[src/rtl/digital_clock_core.sv]
// Digital clock core: a binary hour/min/sec time-of-day counter with a tick
// prescaler, a validated load, a seconds-resolution alarm, and a BCD display
// that can show either 24-hour or 12-hour time.
module digital_clock_core #(
    parameter int TICK_DIV  = 1,
    parameter int RST_HOUR  = 0,
    parameter int ALARM_SEC = 0
) (
    input  logic       clk,
    input  logic       rst,
    input  logic       tick_en,
    input  logic       mode_24,
    input  logic       load_en,
    input  logic [4:0] load_hour,
    input  logic [5:0] load_min,
    input  logic [5:0] load_sec,
    input  logic       alarm_en,
    input  logic [4:0] alarm_hour,
    input  logic [5:0] alarm_min,
    output logic [3:0] sec_1,
    output logic [3:0] sec_2,
    output logic [3:0] min_1,
    output logic [3:0] min_2,
    output logic [3:0] hour_1,
    output logic [3:0] hour_2,
    output logic       pm,
    output logic       sec_oc,
    output logic       min_oc,
    output logic       day_oc,
    output logic       load_err,
    output logic       alarm
);

    localparam int PW = (TICK_DIV > 1) ? $clog2(TICK_DIV) : 1;
    localparam logic [PW-1:0] PRESC_LAST = PW'(TICK_DIV - 1);

    logic [4:0]    hour;
    logic [5:0]    min;
    logic [5:0]    sec;
    logic [PW-1:0] presc;

    logic       sec_wrap;
    logic       min_wrap;
    logic       hour_wrap;
    logic [5:0] sec_nx;
    logic [5:0] min_nx;
    logic [4:0] hour_nx;
    logic       load_ok;
    logic       alarm_hit;
    logic [4:0] disp_hour;

    // Split a 0..63 binary value into BCD tens/units digits.
    function automatic logic [7:0] to_bcd(input logic [5:0] v);
        logic [5:0] tens;
        logic [5:0] units;
        tens  = v / 6'd10;
        units = v % 6'd10;
        return {tens[3:0], units[3:0]};
    endfunction

    // Successor time for a one-second advance, cascading all fields at once.
    always_comb begin
        sec_wrap  = (sec == 6'd59);
        min_wrap  = (min == 6'd59);
        hour_wrap = (hour == 5'd23);
        sec_nx    = sec_wrap ? 6'd0 : sec + 6'd1;
        min_nx    = min;
        hour_nx   = hour;
        if (sec_wrap) begin
            min_nx = min_wrap ? 6'd0 : min + 6'd1;
            if (min_wrap) begin
                hour_nx = hour_wrap ? 5'd0 : hour + 5'd1;
            end
        end
        load_ok   = (load_hour <= 5'd23) && (load_min <= 6'd59) && (load_sec <= 6'd59);
        // An out-of-range alarm time is excluded explicitly so it can never match.
        alarm_hit = alarm_en && (alarm_hour <= 5'd23) && (alarm_min <= 6'd59) &&
                    (hour_nx == alarm_hour) && (min_nx == alarm_min) &&
                    (sec_nx == 6'(ALARM_SEC));
    end

    // Time state, prescaler and registered event pulses.
    always_ff @(posedge clk) begin
        if (rst) begin
            hour     <= 5'(RST_HOUR);
            min      <= 6'd0;
            sec      <= 6'd0;
            presc    <= '0;
            sec_oc   <= 1'b0;
            min_oc   <= 1'b0;
            day_oc   <= 1'b0;
            load_err <= 1'b0;
            alarm    <= 1'b0;
        end else begin
            sec_oc   <= 1'b0;
            min_oc   <= 1'b0;
            day_oc   <= 1'b0;
            load_err <= 1'b0;
            alarm    <= 1'b0;
            if (load_en) begin
                // A load always consumes the cycle's tick, accepted or not.
                if (load_ok) begin
                    hour  <= load_hour;
                    min   <= load_min;
                    sec   <= load_sec;
                    presc <= '0;
                end else begin
                    load_err <= 1'b1;
                end
            end else if (tick_en) begin
                if (presc == PRESC_LAST) begin
                    presc  <= '0;
                    hour   <= hour_nx;
                    min    <= min_nx;
                    sec    <= sec_nx;
                    sec_oc <= sec_wrap;
                    min_oc <= sec_wrap && min_wrap;
                    day_oc <= sec_wrap && min_wrap && hour_wrap;
                    alarm  <= alarm_hit;
                end else begin
                    presc <= presc + PW'(1);
                end
            end
        end
    end

    // Display decode: 12-hour mode maps 0 to 12 and 13..23 to 1..11.
    always_comb begin
        disp_hour = hour;
        if (!mode_24) begin
            if (hour == 5'd0) begin
                disp_hour = 5'd12;
            end else if (hour > 5'd12) begin
                disp_hour = hour - 5'd12;
            end
        end
        {hour_2, hour_1} = to_bcd({1'b0, disp_hour});
        {min_2, min_1}   = to_bcd(min);
        {sec_2, sec_1}   = to_bcd(sec);
        pm               = (hour >= 5'd12);
    end

endmodule

[config.mk]
export PLATFORM = sky130hd
export DESIGN_NAME = digital_clock_core
export DESIGN_NICKNAME = d
export VERILOG_FILES = /design/src/rtl/digital_clock_core.sv
export SDC_FILE = /design/constraint.sdc
export NUM_CORES = 1
export LEC_CHECK = 0
export ABC_CLOCK_PERIOD_IN_PS = 6100
export CORE_MARGIN = 4
export CORE_UTILIZATION = 50
export CTS_CLUSTER_DIAMETER = 120
export CTS_CLUSTER_SIZE = 10
export DETAILED_ROUTE_END_ITERATION = 16
export PLACE_DENSITY = 0.81
export SETUP_SLACK_MARGIN = 0.5
export SLEW_MARGIN = 20
export SYNTH_ARGS = -nofsm -noshare
export SYNTH_HDL_FRONTEND = slang
export SYNTH_SLANG_ARGS = --single-unit
[constraint.sdc]
create_clock -name clk -period 6.1 [get_ports clk]
set_input_delay 0.61 -clock clk [delete_from_list [all_inputs] [get_ports clk]]
set_output_delay 0.61 -clock clk [all_outputs]
set_load 0.1 [all_outputs]
==> results of run 1 <==
## kinds of logic after synthesis
group,Yosys count
xor+xnor,18
buf+inv,47
flops,22
other cells,1
mux,7
simple gates,147
fa+ha+maj,17
compound gates,110
## synth_stat cells (5+ instances only)
cell type  count
xor2_1         6
nand2_1       45
dfxtp_1       22
nor3_1         8
clkbuf_1      13
ha_1          15
o21a_1         5
and3_1         6
o211ai_1       6
nand4_1        7
xnor2_1       12
nor2_1        30
buf_4          6
inv_1         15
mux2i_1        6
o22ai_1        6
nor2b_1        6
a21oi_1       21
buf_2          6
o21ai_0       30
nand3_1       11
## power by group
| part | internal, uW | total [uW] | switching, uW |
|---|---|---|---|
| Clock | 87.9 | 145 | 57.2 |
| Sequential | 152 | 179 | 26.3 |
| Combinational | 117 | 394 | 278 |
## final timing paths
path / slack [ns] / end / depth (start not counted) / startpoint
setup reg to reg: 3.46 / alarm$_SDFF_PP0_ / 7 / sec[0]$_SDFFE_PP0P_
setup / recovery: 1.35 / hour_1[2] / 13 / hour[2]$_SDFFE_PP0P_
hold / removal: 0.61 / sec[1]$_SDFFE_PP0P_ / 2 / sec[1]$_SDFFE_PP0P_
hold reg to reg: 0.61 / sec[1]$_SDFFE_PP0P_ / 2 / sec[1]$_SDFFE_PP0P_
## metrics by stage
step	utilization	setup WS (ns)	area [sq um]
after floorplan	-	0.5797	2655
after global placement	0.6181	1.608	3157
after detailed placement	0.6181	1.455	3157
after CTS	0.6320	1.168	3228
after global routing	0.6330	1.090	3233
final	0.6330	1.348	3233
## placed cells by master (no fill, tap or decap), types with 5 or more instances in the layout
cell type / n
o211ai_1: 6
inv_1: 15
o22ai_1: 6
and3_1: 6
nor2_1: 30
a21oi_1: 21
nor3_1: 8
mux2i_1: 6
o21ai_0: 30
clkdlybuf4s50_1: 59
nand2_1: 45
xnor2_1: 12
nand4_1: 7
nand3_1: 11
dfxtp_1: 22
xor2_1: 6
o21a_1: 5
nor2b_1: 6
ha_1: 15
## state kept, by name, summed over array words and instances (netlist names)
signal,flops
hour,5
alarm,1
sec_oc,1
min_oc,1
min,6
load_err,1
sec,6
day_oc,1
## metal layers
metal | global-route usage | part of all wire | vias up
met2 | 0.3849 | 0.46 | 160
met1 | 0.3342 | 0.44 | 1305
met4 | 0.05743 | 0.014 | 0
met5 | 0 | 0 | -
met3 | 0.03812 | 0.090 | 10
li1 | - | - | 1405
## area by class of cell
type / instances / share of cell area
repair buffers: 59 / 0.1827
clock inverters: 1 / 0.009288
multi-input cells: 303 / 0.6134
well taps: 70 / 0.02709
inverters: 16 / 0.01858
flip-flops and latches: 22 / 0.1362
clock buffers: 3 / 0.01277
## critical path: stages, from the launching register on
cell and delay, ns:
dfxtp_1 0.52, inv_1 0.16, ha_1 0.25, o21ai_0 0.23, a21oi_1 0.12, o31ai_2 0.48
nand2_1 0.24, nor2_1 0.14, nor2_1 0.06, ha_1 0.28, inv_1 0.05, o21ai_0 0.08
o221ai_1 0.10, clkdlybuf4s50_1 1.17
==> results.toml, run 1 <==
[power_and_ir_drop]
p_leak_uw = 0.001176
vdd_drop_max_mv = 0.1527
power.density_nw_per_um2 = 222.1
power.total_uw = 718.0

[cts]
worstSkewPairLatency_ns = 0.27
post_cts_buffers = 0
cts.sinks = 22
cts_tree = "yes"
cts_buffers = 3
cts_resized = 0
cts_root_buf = "clkbuf_8"
cts.clk_slew.worst_paths_ns = 0.09
clock_path_buffers = 2
cts_hold_buffers = 0
h-tree-depth = 1

[synthesis]
synth_compound_area_frac = 0.2806
synth_edf_count = 0
yosys.area_share.simple = 0.2967
synth_top_family_by_area = "simple AND/OR/NAND/NOR gates"
synth_area_leaders = "dfxtp_1 17%, ha_1 7.1%, nand2_1 6.4%"
synth_top_area_cell = "dfxtp_1"
synthesis.area_sq_um = 2644
synth.ff_latch_count = 22
synth_top_cell_area_share = 0.1666
synthArstFlopShare = 0
yosys.area_share.adder = 0.07856
synthFlopType = "dfxtp_1"
syn_avg_cell_area_sq_um = 7.165
syn_inst = 369
muxShareOfSynthArea = 0.02698
yosysSeqAreaShare = 0.1666
yosys.area_share.xor_xnor = 0.05963
yosysUniqueCellTypes = 69
yosysWarnings = 0

[setup_path]
cp.required_ns = 5.49
setup.worst_path.start_class = "register"
cp.arrival_ns = 4.14
crit_type = "reg2out"
end_kind = "output port"
cp_max_fo = 10

[drt]
remaining_drc_errors = 0
wl_per_cell_um = 16.33
avgViaCountPerCell = 6.076
detail_route.iter0.violations = 287
antenna_left = 0
vias = 2880
first_pass_iters = 5
wl_um = 7739

[timing]
slew_headroom = 0.3315
min_period_ns = 4.752
finClkSkew_ns = 0.002400
min_period_over_period = 0.7789
slew_viol_final = 0
hold_violations = 0
finalSetupViolCount = 0
max_freq_mhz = 210.5
fin_setup_tns_ns = 0
rsz0062_at_grt = "no"
timing.hold.ws_ns = 0.6135
tightest_slew_ns = 0.9995

[place]
place_inst = 470
hpwl_um = 5714
io_buffers = 59
place.gp.congestion = 0.9326

[floorplanning]
start_util = 0.5176
die_h_um = 80.72
die_w_um = 80.72
rows = 26
dieArea_sq_um = 6515
core_area_sq_um = 5107
ios = 64

[hold_path]
hold_class = "reg2reg"

[outcome]
status = "completed"

[global_routing]
grt_max_degree = 23
grt.total_usage = 0.2395
antenna_found_initial = 0
grt_pass1_vias = 2641
grt_pass1_wl_um = 12510
gr-total-overflow = 0

[final_layout]
drive_gt1_frac = 0.04950
n_antenna_cell = 0
ff_latch_area_sq_um = 440.4
layout-area-overhead-vs-synth_pct = 22.29
final_cells = 474
layout.nets = 454
n_fill_cell = 496
multiInputGateArea_sq_um = 1983

[job]
cap_viol_max_count = 0
No activity file was read; power rests on OpenSTA's default activity.
==> inputs of run 2 (changes only) <==
--- a/config.mk
+++ b/config.mk
@@ -5,7 +5,7 @@
 export SDC_FILE = /design/constraint.sdc
 export NUM_CORES = 1
 export LEC_CHECK = 0
-export ABC_CLOCK_PERIOD_IN_PS = 6100
+export ABC_CLOCK_PERIOD_IN_PS = 4700
 export CORE_MARGIN = 4
 export CORE_UTILIZATION = 50
 export CTS_CLUSTER_DIAMETER = 120
==> constraint.sdc (replaced) <==
create_clock -name clk -period 4.7 [get_ports clk]
set_input_delay 0.47 -clock clk [delete_from_list [all_inputs] [get_ports clk]]
set_output_delay 0.47 -clock clk [all_outputs]
set_load 0.1 [all_outputs]
==> results.toml, run 2 (synthesis results as in run 1) <==
[outcome]
status = "completed"

[timing]
min_period_over_period = 0.8251
setup_slack_ns = 0.8219
tightest_slew_ns = 1.006
hold_violations = 0
fin_setup_tns_ns = 0
rsz0062_at_grt = "no"
max_freq_mhz = 257.9
slew_headroom = 0.3268
finClkSkew_ns = 0.008393
slew_viol_final = 0
finalSetupViolCount = 0
timing.hold.ws_ns = 0.5772
min_period_ns = 3.878

[floorplanning]
die_w_um = 80.72
start_util = 0.5176
core_area_sq_um = 5107
ios = 64
dieArea_sq_um = 6515
rows = 26
die_h_um = 80.72

[final_layout]
layout_common_cells = "53 x clkdlybuf4s50_1, 45 x nand2_1, 30 x nor2_1"
layout-area-overhead-vs-synth_pct = 23.52
layout.nets = 456
reg.largest.list = "min (6), sec (6), hour (5)"
n_antenna_cell = 0
multiInputGateArea_sq_um = 2016
drive_gt1_frac = 0.08374
final_util = 0.6394
final_common_cell = "clkdlybuf4s50_1"
ff_latch_area_sq_um = 440.4
n_fill_cell = 461

[drt]
antenna_left = 0
wl_um = 7471
first_pass_iters = 5
remaining_drc_errors = 0
detail_route.iter0.violations = 300
wl_per_cell_um = 15.70
avgViaCountPerCell = 6.019
vias = 2865

[place]
place.gp.congestion = 0.9666
place_ws_ns = 1.175
hpwl_um = 5616
io_buffers = 59

[power_and_ir_drop]
p_leak_uw = 0.001210
switchingPower_uw = 465.9
p_sw_frac = 0.5000
p_int_uw = 465.8
clockPowerShare = 0.195
power.density_nw_per_um2 = 285.3
combPwrFrac = 0.557
seqPwrFrac = 0.248
vdd_drop_max_mv = 0.1847

[setup_path]
cp.depth = 13
cp.arrival_ns = 3.41
crit_type = "reg2out"
cp_max_fo = 10
cp_cell_sequence = "inv_1, ha_1, o21ai_0, a21oi_1, o31ai_2, nand2_1, nor2_1, nor2_1, ha_1, inv_1, o21ai_0, o221ai_2, buf_4"
cp.buffers_inverters = 3
slowest_delay_ns = 0.52
end_kind = "output port"
cp.required_ns = 4.23
setup.worst_path.start_class = "register"
cpLargestDelayFamily = "compound AO/OA/AOI/OAI gates"
r2r_cells = 7
critPathSlowestCell = "dfxtp_1"

[global_routing]
grt_max_degree = 23
grt_pass1_wl_um = 12210
grt.total_usage = 0.2304
grt_pass1_vias = 2606
gr-total-overflow = 0
antenna_found_initial = 0

[cts]
h-tree-depth = 1
clock_path_buffers = 2
cts_tree = "yes"
cts_buffers = 3
cts_resized = 0
cts.clk_slew.worst_paths_ns = 0.09
cts_root_buf = "clkbuf_8"
post_cts_buffers = 0
cts.sinks = 22
worstSkewPairLatency_ns = 0.27
cts_hold_buffers = 0

[hold_path]
hold_class = "reg2reg"
whs_path_depth = 2

[job]
cap_viol_max_count = 0
[run 2: changes by cell type in the layout (fill, tap and decap cells not counted), sizes merged]
cell,before,now
buf,0,8
clkdlybuf4s50,59,53
[run 2: area by class of cell]
type,instances,share of cell area
clock buffer,3,0.01264
clock inverter,1,0.009195
tap,70,0.02682
timing repair buffer,61,0.1808
sequential,22,0.1349
multi-input combinational,303,0.6172
inverter,16,0.01839
[run 2: path summary, 6_finish.rpt]
path / startpoint / end / slack, ns
worst max register to register: sec[1]$_SDFFE_PP0P_ / alarm$_SDFF_PP0_ / 2.10
worst max-delay path: hour[2]$_SDFFE_PP0P_ / hour_1[2] / 0.82
worst min register to register: min[0]$_SDFFE_PP0P_ / min[0]$_SDFFE_PP0P_ / 0.58
worst min-delay path: min[0]$_SDFFE_PP0P_ / min[0]$_SDFFE_PP0P_ / 0.58
[run 2: power by group through the flow]
stage                     clock network (uW)  registers (uW)  logic (uW)
after CTS                                180             230         517
after global routing                     187             236         550
after floorplan                            0             215         419
after detailed placement                   0             235         516
after global placement                     0             234         509
final                                    182             231         519
[run 2: layer usage]
layer / vias to the layer above / share of wire / GRT usage
li1: 1402 / - / -
met1: 1340 / 0.46 / 0.3145
met2: 112 / 0.47 / 0.3874
met3: 11 / 0.062 / 0.02578
met4: 0 / 0.016 / 0.05405
met5: - / 0 / 0
[run 2: worst min-delay path: stages, from the launching register on]
cell and delay, ns:
dfxtp_1 0.39, nand2_1 0.09, a21oi_1 0.06
[run 2: metrics by stage]
stage | cells | total power, uW | area (sq um)
detailed placement | 472 | 750.3 | 3194
floorplan | 372 | 634.3 | 2693
global placement | 472 | 742.6 | 3194
global route | 476 | 972.6 | 3266
CTS | 476 | 928.1 | 3266
finish | 476 | 931.8 | 3266
==> inputs of run 3 (changes only) <==
--- a/config.mk
+++ b/config.mk
@@ -5,13 +5,13 @@
 export SDC_FILE = /design/constraint.sdc
 export NUM_CORES = 1
 export LEC_CHECK = 0
-export ABC_CLOCK_PERIOD_IN_PS = 4700
+export ABC_CLOCK_PERIOD_IN_PS = 3300
 export CORE_MARGIN = 4
-export CORE_UTILIZATION = 50
+export CORE_UTILIZATION = 46
 export CTS_CLUSTER_DIAMETER = 120
 export CTS_CLUSTER_SIZE = 10
 export DETAILED_ROUTE_END_ITERATION = 16
-export PLACE_DENSITY = 0.81
+export PLACE_DENSITY = 0.78
 export SETUP_SLACK_MARGIN = 0.5
 export SLEW_MARGIN = 20
 export SYNTH_ARGS = -nofsm -noshare
==> constraint.sdc (replaced) <==
create_clock -name clk -period 3.3 [get_ports clk]
set_input_delay 0.33 -clock clk [delete_from_list [all_inputs] [get_ports clk]]
set_output_delay 0.33 -clock clk [all_outputs]
set_load 0.1 [all_outputs]
==> results.toml, run 3 (synthesis results as in run 1) <==
[outcome]
status = "completed"

[global_routing]
grt_max_degree = 23
antenna_found_initial = 0
grt.total_usage = 0.2354
grt_pass1_wl_um = 14060
gr-total-overflow = 0
grt_pass1_vias = 2856

[timing]
min_period_ns = 2.860
rsz0062_at_grt = "yes"
fin_setup_tns_ns = 0
finClkSkew_ns = 0.005228
min_period_over_period = 0.8666
hold_violations = 0
tightest_slew_ns = 0.9918
slew_viol_final = 0
max_freq_mhz = 349.7
slew_headroom = 0.3367
timing.hold.ws_ns = 0.5636
finalSetupViolCount = 0

[drt]
wl_um = 8628
met2_length_um = 4127
dr_wl_met3_um = 613
antenna_left = 0
detail_route.iter0.violations = 381
remaining_drc_errors = 0
first_pass_iters = 5
wl_met1_um = 3741
routed.top_layer = "met4"
avgViaCountPerCell = 6.080
vias = 3058
wl_per_cell_um = 17.15

[setup_path]
cp.required_ns = 2.97
setup.worst_path.start_class = "register"
end_kind = "output port"
crit_type = "reg2out"
cp.buffers_inverters = 3
cp_cell_sequence = "inv_6, ha_4, o21ai_4, a21oi_2, o31ai_4, nand2_2, nor2_2, nor2_1, ha_1, inv_1, o21ai_2, o221ai_4, buf_12"
cp.arrival_ns = 2.53
slowest_delay_ns = 0.42
cpLargestDelayFamily = "compound AO/OA/AOI/OAI gates"
critPathSlowestCell = "dfxtp_4"
cp_max_fo = 4

[final_layout]
reg.largest.list = "min (6), sec (6), hour (5)"
final_common_cell = "nand2_1"
layout-area-overhead-vs-synth_pct = 44.20
layout_common_cells = "43 x nand2_1, 40 x buf_4, 39 x clkdlybuf4s50_1"
layout.nets = 482
n_antenna_cell = 0
drive_gt1_frac = 0.2691

[place]
place.gp.congestion = 0.9569
hpwl_um = 6118
io_buffers = 59

[floorplanning]
die_w_um = 83.81
dieArea_sq_um = 7024
rows = 27
start_util = 0.4772
die_h_um = 83.81
core_area_sq_um = 5540
ios = 64

[cts]
clock_path_buffers = 2
cts_tree = "yes"
cts_root_buf = "clkbuf_8"
cts_hold_buffers = 0
cts.clk_slew.worst_paths_ns = 0.09
h-tree-depth = 1
worstSkewPairLatency_ns = 0.27
cts.sinks = 22
cts_buffers = 3

[hold_path]
hold_class = "reg2reg"

[power_and_ir_drop]
power.density_nw_per_um2 = 383.0
vdd_drop_max_mv = 0.2892
p_leak_uw = 0.001441

[job]
cap_viol_max_count = 0
==> run 3: cell types whose count changed in the layout (fill, tap and decap cells not counted), sizes merged <==
cell	previous run	this run
clkdlybuf4s50	53	39
bufinv	1	0
buf	8	47
dlygate4sd2	0	1
==> run 3: final cells by class <==
class	instances	area, sq um
timing repair buffer	87	830.8
tap	72	90.09
fill	485	1728
inverter	16	70.07
multi-input combinational	303	2318
clock buffer	3	41.29
sequential	22	461.7
==> run 3: path summary, 6_finish.rpt <==
check	start	to	slack, ns	cells past startpoint
max	hour[2]$_SDFFE_PP0P_	hour_1[2]	0.44	13
min	min[3]$_SDFFE_PP0P_	min[3]$_SDFFE_PP0P_	0.56	2
max reg2reg	sec[1]$_SDFFE_PP0P_	alarm$_SDFF_PP0_	0.71	7
min reg2reg	min[3]$_SDFFE_PP0P_	min[3]$_SDFFE_PP0P_	0.56	2
==> run 3: worst reg2reg max path: stages, from the launching register on <==
cell	delay, ns
dfxtp_1	0.48
ha_1	0.39
nand2_1	0.23
or4_1	0.42
o21ai_0	0.36
xnor2_1	0.17
o2111ai_1	0.17
nor4_2	0.29
==> run 3: report_power, final <==
part / leakage, uW / internal, uW / switching, uW
registers: 0.000185 / 282 / 38.3
clock network: 0.0000216 / 81.8 / 97.6
logic: 0.00123 / 350 / 610
total: 0.00144 / 714 / 746
==> run 3: what timing repair did <==
item                       CTS  global route
pin swaps                    6            13
setup endpoints to repair    4             7
gates cloned                 0             0
setup buffers                6            13
gates resized for setup     18            11
==> run 3: per-layer routing <==
metal	global-route usage	vias up
met5	0	-
met4	0.03509	0
met3	0.02962	21
met2	0.3941	171
met1	0.3288	1401
li1	-	1465
==> run 3: per-stage QoR <==
stage            util  power, uW  setup WS, ns  area [sq um]  std cells
2_1_floorplan       -       1003        0.2404          2972        372
3_3_place_gp   0.6398       1211        0.3678          3545        481
3_5_place_dp   0.6398       1222        0.2605          3545        481
4_1_cts        0.6651       1419        0.4274          3685        490
5_1_grt        0.6881       1530        0.3170          3812        503
6_report       0.6881       1460        0.4403          3812        503
